## src/rtl/unified_mem_arbiter_if.sv

```systemverilog
// unified_mem_arbiter_if: requester and memory bus bundle for the unified memory arbiter.
interface unified_mem_arbiter_if;
    logic        i_req;
    logic [31:0] i_addr;
    logic [31:0] i_rdata;
    logic        i_ready;
    logic        d_req;
    logic        d_we;
    logic [31:0] d_addr;
    logic [31:0] d_wdata;
    logic [31:0] d_rdata;
    logic        d_ready;
    logic        m_en;
    logic        m_we;
    logic [31:0] m_addr;
    logic [31:0] m_wdata;
    logic [31:0] m_rdata;
    logic        stall_if;
    logic        stall_mem;

    modport slave (
        input  i_req, i_addr, d_req, d_we, d_addr, d_wdata, m_rdata,
        output i_rdata, i_ready, d_rdata, d_ready, m_en, m_we, m_addr, m_wdata,
               stall_if, stall_mem
    );

    modport master (
        output i_req, i_addr, d_req, d_we, d_addr, d_wdata, m_rdata,
        input  i_rdata, i_ready, d_rdata, d_ready, m_en, m_we, m_addr, m_wdata,
               stall_if, stall_mem
    );
endinterface

```

## src/rtl/unified_mem_arbiter.sv

```systemverilog
// unified_mem_arbiter: shares one fixed-latency memory port between fetch and memory stage.
// Define ARB_FAIR_EN to let a waiting fetch win after MAX_D_STREAK consecutive data grants.
module unified_mem_arbiter #(
    parameter int MEM_LAT      = 2,
    parameter int MAX_D_STREAK = 4
) (
    input logic                    clock,
    input logic                    resetn,
    unified_mem_arbiter_if.slave   bus
);
`ifdef ARB_FAIR_EN
    localparam bit FAIR = 1'b1;
`else
    localparam bit FAIR = 1'b0;
`endif

    typedef enum logic [1:0] {IDLE, BUSY, DONE} state_t;

    state_t      state_q;
    logic        owner_q;
    logic [4:0]  lat_q;
    logic [3:0]  streak_q, streak_d;
    logic        fetch_wins, data_gnt_d;
    logic        m_en_q, m_we_q, i_ready_q, d_ready_q;
    logic [31:0] m_addr_q, m_wdata_q, i_rdata_q, d_rdata_q;

    // Data is older in the pipeline, so it wins unless fetch has waited out its streak.
    always_comb begin
        fetch_wins = FAIR && bus.i_req && (streak_q == 4'(MAX_D_STREAK));
        data_gnt_d = bus.d_req && !fetch_wins;
        streak_d   = (FAIR && data_gnt_d && bus.i_req) ? streak_q + 4'd1 : 4'd0;
    end

    always_ff @(posedge clock or negedge resetn) begin
        if (!resetn) begin
            state_q   <= IDLE;
            owner_q   <= 1'b0;
            lat_q     <= 5'd0;
            streak_q  <= 4'd0;
            m_en_q    <= 1'b0;
            m_we_q    <= 1'b0;
            m_addr_q  <= 32'd0;
            m_wdata_q <= 32'd0;
            i_rdata_q <= 32'd0;
            d_rdata_q <= 32'd0;
            i_ready_q <= 1'b0;
            d_ready_q <= 1'b0;
        end else begin
            i_ready_q <= 1'b0;
            d_ready_q <= 1'b0;
            case (state_q)
                IDLE: if (bus.i_req || bus.d_req) begin
                    state_q   <= BUSY;
                    owner_q   <= data_gnt_d;
                    lat_q     <= 5'(MEM_LAT - 1);
                    streak_q  <= streak_d;
                    m_en_q    <= 1'b1;
                    m_we_q    <= data_gnt_d && bus.d_we;
                    m_addr_q  <= data_gnt_d ? bus.d_addr : bus.i_addr;
                    m_wdata_q <= data_gnt_d ? bus.d_wdata : 32'd0;
                end
                BUSY: if (lat_q == 5'd0) begin
                    state_q <= DONE;
                    m_en_q  <= 1'b0;
                    m_we_q  <= 1'b0;
                    if (owner_q) begin
                        d_ready_q <= 1'b1;
                        if (!m_we_q) d_rdata_q <= bus.m_rdata;
                    end else begin
                        i_ready_q <= 1'b1;
                        i_rdata_q <= bus.m_rdata;
                    end
                end else begin
                    lat_q <= lat_q - 5'd1;
                end
                default: state_q <= IDLE;
            endcase
        end
    end

    assign bus.m_en      = m_en_q;
    assign bus.m_we      = m_we_q;
    assign bus.m_addr    = m_addr_q;
    assign bus.m_wdata   = m_wdata_q;
    assign bus.i_rdata   = i_rdata_q;
    assign bus.d_rdata   = d_rdata_q;
    assign bus.i_ready   = i_ready_q;
    assign bus.d_ready   = d_ready_q;
    assign bus.stall_if  = bus.i_req & ~i_ready_q;
    assign bus.stall_mem = bus.d_req & ~d_ready_q;
endmodule

```

## src/flat_wrapper.sv

```systemverilog
// flat-port wrapper written by rule: the top's interface ports become plain ports
module unified_mem_arbiter_flat 
#(
    parameter int MEM_LAT      = 2,
    parameter int MAX_D_STREAK = 4
)
  (clock, resetn, bus_i_req, bus_i_addr, bus_d_req, bus_d_we, bus_d_addr, bus_d_wdata, bus_m_rdata, bus_i_rdata, bus_i_ready, bus_d_rdata, bus_d_ready, bus_m_en, bus_m_we, bus_m_addr, bus_m_wdata, bus_stall_if, bus_stall_mem);
  unified_mem_arbiter_if bus_i ();
  input logic clock;
  input logic resetn;
  input wire logic [$bits(bus_i.i_req)-1:0] bus_i_req;
  input wire logic [$bits(bus_i.i_addr)-1:0] bus_i_addr;
  input wire logic [$bits(bus_i.d_req)-1:0] bus_d_req;
  input wire logic [$bits(bus_i.d_we)-1:0] bus_d_we;
  input wire logic [$bits(bus_i.d_addr)-1:0] bus_d_addr;
  input wire logic [$bits(bus_i.d_wdata)-1:0] bus_d_wdata;
  input wire logic [$bits(bus_i.m_rdata)-1:0] bus_m_rdata;
  output wire logic [$bits(bus_i.i_rdata)-1:0] bus_i_rdata;
  output wire logic [$bits(bus_i.i_ready)-1:0] bus_i_ready;
  output wire logic [$bits(bus_i.d_rdata)-1:0] bus_d_rdata;
  output wire logic [$bits(bus_i.d_ready)-1:0] bus_d_ready;
  output wire logic [$bits(bus_i.m_en)-1:0] bus_m_en;
  output wire logic [$bits(bus_i.m_we)-1:0] bus_m_we;
  output wire logic [$bits(bus_i.m_addr)-1:0] bus_m_addr;
  output wire logic [$bits(bus_i.m_wdata)-1:0] bus_m_wdata;
  output wire logic [$bits(bus_i.stall_if)-1:0] bus_stall_if;
  output wire logic [$bits(bus_i.stall_mem)-1:0] bus_stall_mem;
  assign bus_i.i_req = bus_i_req;
  assign bus_i.i_addr = bus_i_addr;
  assign bus_i.d_req = bus_d_req;
  assign bus_i.d_we = bus_d_we;
  assign bus_i.d_addr = bus_d_addr;
  assign bus_i.d_wdata = bus_d_wdata;
  assign bus_i.m_rdata = bus_m_rdata;
  assign bus_i_rdata = bus_i.i_rdata;
  assign bus_i_ready = bus_i.i_ready;
  assign bus_d_rdata = bus_i.d_rdata;
  assign bus_d_ready = bus_i.d_ready;
  assign bus_m_en = bus_i.m_en;
  assign bus_m_we = bus_i.m_we;
  assign bus_m_addr = bus_i.m_addr;
  assign bus_m_wdata = bus_i.m_wdata;
  assign bus_stall_if = bus_i.stall_if;
  assign bus_stall_mem = bus_i.stall_mem;
  unified_mem_arbiter #(.MEM_LAT(MEM_LAT), .MAX_D_STREAK(MAX_D_STREAK)) u_core (.clock(clock), .resetn(resetn), .bus(bus_i));
endmodule
```

## config.mk

```make
export PLATFORM = sky130hd
export DESIGN_NAME = unified_mem_arbiter_flat
export DESIGN_NICKNAME = d
export VERILOG_FILES = /design/src/rtl/unified_mem_arbiter_if.sv /design/src/rtl/unified_mem_arbiter.sv /design/src/flat_wrapper.sv
export SDC_FILE = /design/constraint.sdc
export NUM_CORES = 1
export LEC_CHECK = 0
export ABC_CLOCK_PERIOD_IN_PS = 6860
export CAP_MARGIN = 30
export CORE_ASPECT_RATIO = 0.5
export CORE_UTILIZATION = 67
export DETAILED_ROUTE_END_ITERATION = 10
export DONT_BUFFER_PORTS = 1
export PLACE_DENSITY = 0.87
export SLEW_MARGIN = 0
export SYNTH_ARGS = -nofsm -noshare
export SYNTH_HDL_FRONTEND = slang
export SYNTH_SLANG_ARGS = --single-unit
export TNS_END_PERCENT = 100
```

## constraint.sdc

```tcl
create_clock -name clock -period 6.86 [get_ports clock]
set_clock_uncertainty 0.2 [all_clocks]
set_input_delay 1.372 -clock clock [delete_from_list [all_inputs] [get_ports clock]]
set_output_delay 1.372 -clock clock [all_outputs]
set_load 0.02 [all_outputs]
```

Yosys cells after proc, flatten, opt, wreduce, memory -nomap -nowiden
Index checks and enable logic that the tools add are counted.
W data, S select, Z words.
{"block": "word_totals", "regBits": 140, "out_inout_bits": 134, "input_bits": 133}
{"block": "classes", "eq_ne": 4, "muxes": 19, "n_reduce_logical": 11, "n_addsub": 1, "n_bitwise": 6}
{"operator": "$mux W32", "n": 2}
{"operator": "$mux W5", "n": 2}
{"operator": "$pmux W5 S2", "n": 1}
{"operator": "$mux W1", "n": 9}
{"operator": "$reduce_and A3 Y1", "n": 3}
{"operator": "$logic_not A5 Y1", "n": 1}
{"operator": "$sub A5 B1 Y5 const B", "n": 1}
{"operator": "$mux W2", "n": 2}
{"operator": "$ne A2 B1 Y1 const B", "n": 2}
{"operator": "$not A1 Y1", "n": 4}
{"operator": "$pmux W1 S2", "n": 2}
{"operator": "$pmux W2 S2", "n": 1}
{"operator": "$reduce_and A2 Y1", "n": 2}
{"operator": "$reduce_and A4 Y1", "n": 1}
{"operator": "$and A1 B1 Y1", "n": 2}
{"operator": "$eq A2 B1 Y1 const B", "n": 1}
{"operator": "$logic_not A2 Y1", "n": 1}
{"operator": "$ne A2 B2 Y1 const B", "n": 1}
{"operator": "$reduce_bool A2 Y1", "n": 1}
{"operator": "$logic_and A1 B1 Y1", "n": 1}
{"operator": "$logic_or A1 B1 Y1", "n": 1}

Logic depth before layout (Yosys ltp)
{"block": "logic_depth", "word_depth": 3, "depth_mapped": 7}

Worst setup path after synthesis
Ideal clock, no wire load.
{"block": "synth_path", "kind": "in2out", "from": "input bus_d_req", "to": "output bus_stall_mem", "t_required_ps": 5288, "n_path_buf": 2, "arrival_ps": 2480, "slack_ps": 2808, "path_stages": 3, "path_cell_list": "clkbuf_1 clkbuf_1 nor2b_1"}
{"block": "synth_between", "elab_chain_len": 1}
{"element": "start, declared", "line": "flat_wrapper.sv:13", "text": "input wire logic [$bits(bus_i.d_req)-1:0] bus_d_req;"}
{"element": "$and A1 B1 Y1", "line": "unified_mem_arbiter.sv:90", "text": "assign bus.stall_mem = bus.d_req & ~d_ready_q;"}
{"element": "end, declared", "line": "flat_wrapper.sv:27", "text": "output wire logic [$bits(bus_i.stall_mem)-1:0] bus_stall_mem;"}
Every way passes these cells.

Worst setup path in the final report
{"block": "layout_path", "from": "input bus_i_req", "to": "output bus_stall_if"}
{"block": "layout_between", "elab_chain_len": 1}
{"element": "start, declared", "line": "flat_wrapper.sv:11", "text": "input wire logic [$bits(bus_i.i_req)-1:0] bus_i_req;"}
{"element": "$and A1 B1 Y1", "line": "unified_mem_arbiter.sv:89", "text": "assign bus.stall_if = bus.i_req & ~i_ready_q;"}
{"element": "end, declared", "line": "flat_wrapper.sv:26", "text": "output wire logic [$bits(bus_i.stall_if)-1:0] bus_stall_if;"}
Every way passes these cells.

==> flow_summary.json <==
{
  "worst_slack_ns": 3.49,
  "synth.most_common_cell": "dfrtp_1",
  "synth_cells": 402,
  "tns_ns": 0,
  "ioPinCount": 267,
  "drv_cap": 0,
  "grt_usage_pct": 28.1,
  "setup_violations": 0,
  "wirelength_um": 12500,
  "clock_sinks": 140,
  "crit_fanout": 3,
  "wl_per_cell_um": 24.0,
  "cp.buffers_inverters": 0,
  "p_int_mw": 2.32,
  "dieWidth_um": 132,
  "core_area_mm2": 0.00812,
  "p_seq_share_pct": 52.4,
  "end_kind": "output port",
  "htreeDepth": 4,
  "synth_top_area_share_pct": 61.6,
  "root_buffer": "clkbuf_16",
  "insertion_delay_ns": 0.40,
  "synth_top_area_cell": "dfrtp_1",
  "fp.dieH_um": 67.1,
  "swShare_pct": 39.3,
  "route.detailed.drc": 0,
  "ys_seq_area_share_pct": 61.6,
  "netlist_top_cells_count": "dfrtp_1 (140), mux2_2 (35), a21oi_1 (33)",
  "routed-via-count": 3414,
  "cp_slowest_stage_delay_ns": 0.42,
  "cts_buffers": 17,
  "synth_edf_count": 0,
  "via_per_inst": 6.58,
  "grt_pass1_wl_um": 18400,
  "cts_setup_buffers": 0,
  "vdd_drop_max_uv": 282,
  "path_cells": "nor2b_1",
  "hpwlAfterDp_um": 8430,
  "design_power_total_mw": 3.83,
  "cellPowerDensity_mw_per_mm2": 596,
  "hp-class": "flop to flop",
  "finalCritPeriodShare_pct": 49.1,
  "syn-cell-area_mm2": 0.00569,
  "cp_data_required_time_ns": 5.29,
  "gp_congestion": 0.803,
  "drtPass1Iterations": 4,
  "leakage_nw": 2.98,
  "ys_ff_latch": 140,
  "clk_pin_slew_worst_paths_ns": 0.05,
  "p_clk_share_pct": 25.5,
  "initial_utilization_pct": 70.1,
  "hold_viol_final": 0,
  "r2r_slack_ns": 4.27,
  "cts_buffer_depth": 2,
  "pre_cts_ws_ns": 3.26,
  "gr-total-overflow": 0,
  "antenna_found_initial": 0,
  "p_comb_share_pct": 22.2,
  "row_count": 23,
  "p_sw_mw": 1.50,
  "postCtsHoldBufs": 0,
  "drive_gt1_share_pct": 26.3,
  "final_antenna_net_count": 0,
  "start_kind": "input pin",
  "dieArea_mm2": 0.00888,
  "cts_resized": 0,
  "arrival_ns": 1.80,
  "diodes": 0,
  "grt_max_degree": 141,
  "syn_nets": 536,
  "synth_cell_type_count": 34,
  "synth_ff_type": "dfrtp_1",
  "io_buffers": 0,
  "critPathTopFamily": "simple AND/OR/NAND/NOR gates",
  "cpMaxStageDelayCell": "nor2b_1",
  "fin_crit_ns": 3.37,
  "drv_slew": 0,
  "area_growth_pct": 13.0,
  "ys_async_sr_fraction_pct": 100,
  "fin_nets": 529,
  "grt_pass1_vias": 3288,
  "synthTopCellsByArea": "dfrtp_1 (62%), mux2_4 (7.7%), mux2_2 (6.9%), mux2i_1 (5.6%), a22o_1 (4.9%)",
  "cts_tree": "done",
  "rsz0062_at_grt": "false",
  "tightest_slew_ns": 0.552,
  "max_freq_mhz": 297,
  "synth_area_per_cell_um2": 14.1,
  "status": "completed",
  "maxSlewHeadroom_pct": 63.1,
  "drt_iter0_drc": 266,
  "yosys_warnings": 0,
  "path_class": "input pin to output port"
}
-- power by group through the flow --
| stage | Sequential [mW] | Clock [mW] | Combinational, mW |
|---|---|---|---|
| 2_1_floorplan | 1.89 | 0 | 0.705 |
| 3_3_place_gp | 1.99 | 0 | 0.742 |
| 3_5_place_dp | 2.01 | 0 | 0.828 |
| 4_1_cts | 2.01 | 0.984 | 0.838 |
| 5_1_grt | 2.04 | 1.02 | 0.924 |
| 6_report | 2.00 | 0.975 | 0.848 |
-- logic make-up after synthesis --
logic type	after synthesis	synth area share, %
buf+inv	37	2.86
fa+ha+maj	1	0.220
mux	96	20.2
xor+xnor	1	0.154
flops	140	61.6
compound gates	105	12.5
simple gates	22	2.42
-- layer usage --
layer  part of all wire (%)  global-route usage [%]  up-vias
met5                      0                       0        -
met4                   0.52                    11.2        0
met3                    6.3                    8.26        6
met2                     54                    49.5      159
met1                     39                    33.8     1760
li1                       -                       -     1489
-- final timing paths --
kind                                             startpoint                                 end  cells after the start
worst min-delay path             u_core.owner_q$_DFFE_PN0P_          u_core.owner_q$_DFFE_PN0P_                      1
worst max-delay path                              bus_i_req                        bus_stall_if                      1
worst min register to register   u_core.owner_q$_DFFE_PN0P_          u_core.owner_q$_DFFE_PN0P_                      1
min in group asynchronous                            resetn   u_core.bus.m_addr[31]$_DFFE_PN0P_                      0
max in group asynchronous                            resetn   u_core.bus.i_rdata[0]$_DFFE_PN0P_                      0
worst max register to register  u_core.lat_q[0]$_DFFE_PN0P_  u_core.bus.i_rdata[13]$_DFFE_PN0P_                      6
-- metrics by stage --
stage / hold slack [ns] / util [%] / instances / cell area, um^2
final: 0.352 / 79.2 / 519 / 6420
after global placement: 0.305 / 70.3 / 484 / 5710
after global routing: 0.376 / 79.2 / 519 / 6420
after floorplan: 0.279 / - / 402 / 5690
after CTS: 0.343 / 78.5 / 516 / 6370
after detailed placement: 0.313 / 70.7 / 485 / 5730
-- area by class of cell --
| cell class | instances | area [um^2] |
|---|---|---|
| Inverter | 5 | 18.8 |
| Tap cell | 112 | 140 |
| Fill cell | 453 | 1690 |
| Clock buffer | 21 | 470 |
| Clock inverter | 10 | 164 |
| Timing Repair Buffer | 6 | 97.6 |
| Sequential cell | 140 | 3500 |
| Multi-Input combinational cell | 225 | 2030 |
-- registers in the layout (all words and copies together), names as in the netlist --
name / flops
u_core.bus.d_rdata: 32
u_core.bus.i_rdata: 32
u_core.bus.m_addr: 32
u_core.bus.m_wdata: 32
u_core.lat_q: 5
u_core.state_q: 2
u_core.bus.d_ready: 1
u_core.bus.i_ready: 1
u_core.bus.m_en: 1
u_core.bus.m_we: 1
u_core.owner_q: 1
-- placed cells by master (no fill, tap or decap), types with 2 or more instances in the layout --
| cell type | n |
|---|---|
| dfrtp_1 | 140 |
| mux2_2 | 35 |
| a21oi_1 | 33 |
| a22o_1 | 32 |
| mux2i_1 | 32 |
| a31oi_1 | 32 |
| mux2_4 | 29 |
| clkbuf_16 | 17 |
| nand2_1 | 6 |
| inv_1 | 5 |
| bufinv_16 | 4 |
| nor2b_1 | 3 |
| nor3_1 | 3 |
| clkinv_4 | 3 |
| clkbuf_8 | 3 |
| a31o_2 | 2 |
| clkinv_2 | 2 |
| buf_12 | 2 |
| buf_4 | 2 |
No activity file was read; power rests on OpenSTA's default activity.
==> RTL edit 1, RTL diff (same flow settings) <==
The 3 states of `state_t` get a one-hot encoding in 3 bits.
--- a/src/rtl/unified_mem_arbiter.sv
+++ b/src/rtl/unified_mem_arbiter.sv
@@ -16,3 +16,3 @@
 
-    typedef enum logic [1:0] {IDLE, BUSY, DONE} state_t;
+    typedef enum logic [2:0] {IDLE = 3'b001, BUSY = 3'b010, DONE = 3'b100} state_t;
 
Behaviour: same outputs for any inputs over 4 cycles, from zero or initial values and one cycle with resetn low; so few cycles prove little.
==> RTL edit 1 against the unedited design <==
Setup slack improved by 0.063 ns. Area after synthesis fell by 0.18%. Power fell by 7.3%. Design area fell by 1.9%. Global-route usage fell by 1.8 points. Sequential cell count rose by 1. Routed wire length fell by 7.7%. Maximum frequency rose by 1.9%. Highest routed layer unchanged.
==> RTL edit 1: results (changes against the unedited design) <==
[worst_setup_path]
reg2reg_slack_ns = 4.19  ; -0.08 ns
worstSetupEndpoint = bus_stall_mem
path_max_fanout = 35  ; +32
arrival_ns = 1.73  ; -0.07 ns
r2r-end = u_core.bus.i_rdata[15]$_DFFE_PN0P_
cp_slowest_stage_delay_ns = 0.35  ; -0.07 ns
crit_path_start = bus_d_req

[hold_path]
hold_class = reg -> reg
hp-start = u_core.lat_q[4]$_DFFE_PN0P_
hold_path_end = u_core.lat_q[4]$_DFFE_PN0P_

[status]
outcome = finished, final reports clean

[detailed_routing]
drt_wl_total_um = 11500  ; -7.7%
routed.top_layer = met4
dr.first_iter.drc_count = 177  ; -33%
wl_met1_um = 4580  ; -5.1%
viasPerCell = 6.12  ; -6.9%
wl_met3_um = 764  ; -3.3%
met2_length_um = 6130  ; -9.8%
vias = 3209  ; -6.0%

[grt]
grtUsageMet3_pct = 8.14  ; -0.12 points
grtUsageMet1_pct = 32.3  ; -1.5 points
met2_usage_pct = 45.8  ; -3.7 points
grt_pass1_vias = 3282  ; -0.18%
grt_max_degree = 142  ; +0.71%
grt_util_all_layers_pct = 26.4  ; -1.8 points
grt_pass1_wl_um = 17500  ; -5.1%

[logic_synthesis]
synthDistinctLibCells = 33  ; -2.9%
synthTopCellsByCount = 140 x dfrtp_1, 37 x nand2_1, 36 x mux2_2
synth-seq-area-share_pct = 62.2  ; +0.57 points
synthXorXnorAreaFrac_pct = 0  ; -0.15 points
synth_compound_area_share_pct = 8.79  ; -3.7 points
synth.area.mux_share_pct = 20.5  ; +0.23 points
postSynthNetCount = 537  ; +0.19%
synthArstFlopShare_pct = 100  ; unchanged
syn_area_per_cell_um2 = 14.1  ; -0.42%
synthAdderAreaFrac_pct = 0.220  ; +0.00039 points
ys_top_cells_by_area = dfrtp_1 62%, mux2_4 7.7%, mux2_2 7.1%, mux2i_1 5.6%, a22o_1 4.9%

[placement]
gp_congestion = 0.786  ; -2.0%
dp.cells = 492  ; +1.4%
dpl_worst_slack_ns = 3.57  ; +0.301 ns
placed_area_um2 = 5690  ; -0.81%
post-dp-hpwl_um = 8070  ; -4.3%

[power]
leakage_nw = 2.94  ; -1.3%
internal_power_mw = 2.18  ; -6.2%
vdd_drop_max_v = 0.000298  ; +5.8%

[sta]
whs_ns = 0.319  ; -0.0327 ns
finalCritPeriodShare_pct = 48.2  ; -0.91 points
tightest_slew_ns = 0.759  ; +0.207 ns

[cells_and_area]
fin_nets = 533  ; +0.76%
fill_cells = 463  ; +2.2%
drive_gt1_share_pct = 25.2  ; -1.0 points
multi_input_area_um2 = 1980  ; -2.6%

[clock_network]
clk_latency_ns = 0.39
htreeDepth = 4  ; unchanged

## RTL edit 1: cell families after synthesis
logic type | count (synthesis)
AOI/OAI and AO/OA | 72
muxes | 97
adders and majority gates | 1
DFF | 141
and+or+nand+nor | 62
buffers and inverters | 30
## RTL edit 1: layout make-up
| cell class | instances | area share (%) |
|---|---|---|
| Clock buffer | 22 | 7.53 |
| Clock inverter | 10 | 2.17 |
| Inverter | 3 | 0.179 |
| Multi-Input combinational cell | 232 | 31.4 |
| Sequential cell | 141 | 56.0 |
| Tap cell | 112 | 2.22 |
| Timing Repair Buffer | 4 | 0.477 |
## RTL edit 1: power by group through the flow
stage	sequential [mW]	clock, mW	combinational [mW]
2_1_floorplan	1.87	0	0.582
3_3_place_gp	1.96	0	0.606
3_5_place_dp	1.97	0	0.659
4_1_cts	1.97	0.939	0.660
5_1_grt	2.00	0.984	0.728
6_report	1.96	0.929	0.654
==> RTL edit 2, RTL diff (same settings) <==
Made on the original files. Add a define of `ARB_FAIR_EN`.
--- a/src/rtl/unified_mem_arbiter.sv
+++ b/src/rtl/unified_mem_arbiter.sv
@@ -2,2 +2,4 @@
 // Define ARB_FAIR_EN to let a waiting fetch win after MAX_D_STREAK consecutive data grants.
+`define ARB_FAIR_EN
+
 module unified_mem_arbiter #(
Formal check against the unedited RTL: no difference found for any inputs over 4 cycles, from zero or initial values and one cycle with resetn low; that may be too few to reach the edited logic, so the function may still have changed.
==> RTL edit 2 against the unedited design <==
Worst hold slack improved by 0.00072 ns. Critical path depth did not move. Routed wire length fell by 3.7%. Count of clock-buffer cells in the layout fell by 1. Critical endpoint unchanged. Setup slack improved by 0.077 ns. Clock power fell by 15%. Maximum frequency rose by 2.3%. Sequential cell count rose by 4. Power fell by 4.8%. Design area fell by 1.8%. Area after synthesis barely moved. Combinational power fell by 7.0%.
==> RTL edit 2: results (changes against the unedited design) <==
[status]
outcome = finished, final reports clean

[detailed_routing]
met2_length_um = 6060  ; -11%
vias = 3516  ; +3.0%
dr.pass1.iters = 4  ; unchanged
dr.first_iter.drc_count = 244  ; -8.3%
wl_met3_um = 1000  ; +27%
wl_met1_um = 4780  ; -0.95%
wl_per_cell_um = 20.8  ; -13%

[cells_and_area]
fill_cells = 480  ; +6.0%
drive_gt1_share_pct = 23.0  ; -3.3 points
fin_nets = 589  ; +11%
insertedDiodeCount = 0  ; unchanged

[clock_network]
clockBufferDepth = 2  ; unchanged
htreeDepth = 4  ; unchanged
cts_resized = 0  ; unchanged
cts_root_buf = clkbuf_16
clk_latency_ns = 0.41
postCtsSetupBuffers = 0  ; unchanged

[grt]
grt_pass1_vias = 3447  ; +4.8%
grt_max_degree = 145  ; +2.8%
grtUsageMet3_pct = 10.6  ; +2.3 points
grtUsageMet1_pct = 34.9  ; +1.1 points
met2_usage_pct = 43.1  ; -6.4 points
grt_util_all_layers_pct = 27.4  ; -0.78 points
grt_pass1_wl_um = 18100  ; -1.6%
antenna_found_initial = 0  ; unchanged

[worst_setup_path]
reg2reg_slack_ns = 4.43  ; +0.16 ns
crit_path_start = bus_i_req
cp_slowest_stage_delay_ns = 0.35  ; -0.07 ns
r2r-end = u_core.bus.i_rdata[29]$_DFFE_PN0P_
crit_path_top_delay_cell = nor2b_1
regToRegStartpoint = u_core.lat_q[0]$_DFFE_PN0P_
path_max_fanout = 8  ; +5
arrival_ns = 1.72  ; -0.08 ns

[hold_path]
hold_path_end = u_core.lat_q[1]$_DFFE_PN0P_
min_path_cells = 1  ; unchanged
hp-start = u_core.lat_q[1]$_DFFE_PN0P_
hold_class = reg -> reg

[placement]
gp_congestion = 0.793  ; -1.2%
post-dp-hpwl_um = 7940  ; -5.9%
numPortBuffers = 0  ; unchanged

[power]
leakage_nw = 2.82  ; -5.4%
switching_share_pct = 41.3  ; +2.1 points
vdd_drop_max_v = 0.000297  ; +5.4%

[logic_synthesis]
synthTopCellsByCount = 144 x dfrtp_1, 65 x a21oi_1, 64 x mux2_2
postSynthNetCount = 593  ; +11%
synth-seq-area-share_pct = 63.4  ; +1.8 points
ys_top_cells_by_area = dfrtp_1 63%, mux2_2 13%, a21oi_1 5.7%, a22o_1 5.1%, nand2_1 2.6%
synthDistinctLibCells = 31  ; -8.8%
yosysWarnings = 0  ; unchanged
synthArstFlopShare_pct = 100  ; unchanged

[sta]
slew_headroom_pct = 33.7  ; -29 points

-- RTL edit 2: cell types whose count changed in the layout (fill, tap and decap cells not counted), sizes merged, moves of 4 or more --
cell,delta
nand3,+4
a21oi,+32
nand2,+34
dfrtp,+4
a31oi,-32
mux2i,-32
nor2,+38
bufinv,-4
o21ai,+5
clkinvlp,+4
-- RTL edit 2: power by group through the flow --
stage,clock [mW],sequential (mW),combinational (mW)
after floorplan,0,1.92,0.669
after detailed placement,0,2.03,0.787
after global routing,0.882,2.06,0.880
after global placement,0,2.02,0.745
after CTS,0.845,2.03,0.797
final,0.833,2.02,0.789
-- RTL edit 2: through the flow --
step / worst slack [ns] / hold slack (ns) / std cells / util [%] / area, um2
2_1_floorplan: 3.34 / 0.301 / 457 / - / 5680
3_3_place_gp: 3.57 / 0.326 / 545 / 70.7 / 5740
3_5_place_dp: 3.57 / 0.321 / 546 / 71.0 / 5770
4_1_cts: 3.57 / 0.353 / 577 / 77.7 / 6310
5_1_grt: 3.54 / 0.375 / 577 / 77.7 / 6310
6_report: 3.57 / 0.353 / 577 / 77.7 / 6310
-- RTL edit 2: logic make-up after synthesis --
| kind of cell | count (synthesis) | synth area share, % |
|---|---|---|
| flops | 144 | 63.4 |
| xor+xnor | 1 | 0.154 |
| mux | 65 | 12.9 |
| buf+inv | 34 | 2.71 |
| fa+ha+maj | 3 | 0.661 |
| simple gates | 100 | 7.88 |
| compound gates | 110 | 12.3 |
-- RTL edit 2: cell type report --
cell class                      count  area share [%]
Sequential cell                   144            57.1
Multi-Input combinational cell    279            30.7
Clock buffer                       20            7.24
Tap cell                          112            2.22
Clock inverter                     11            1.37
Timing Repair Buffer                6            1.03
Inverter                            5           0.298
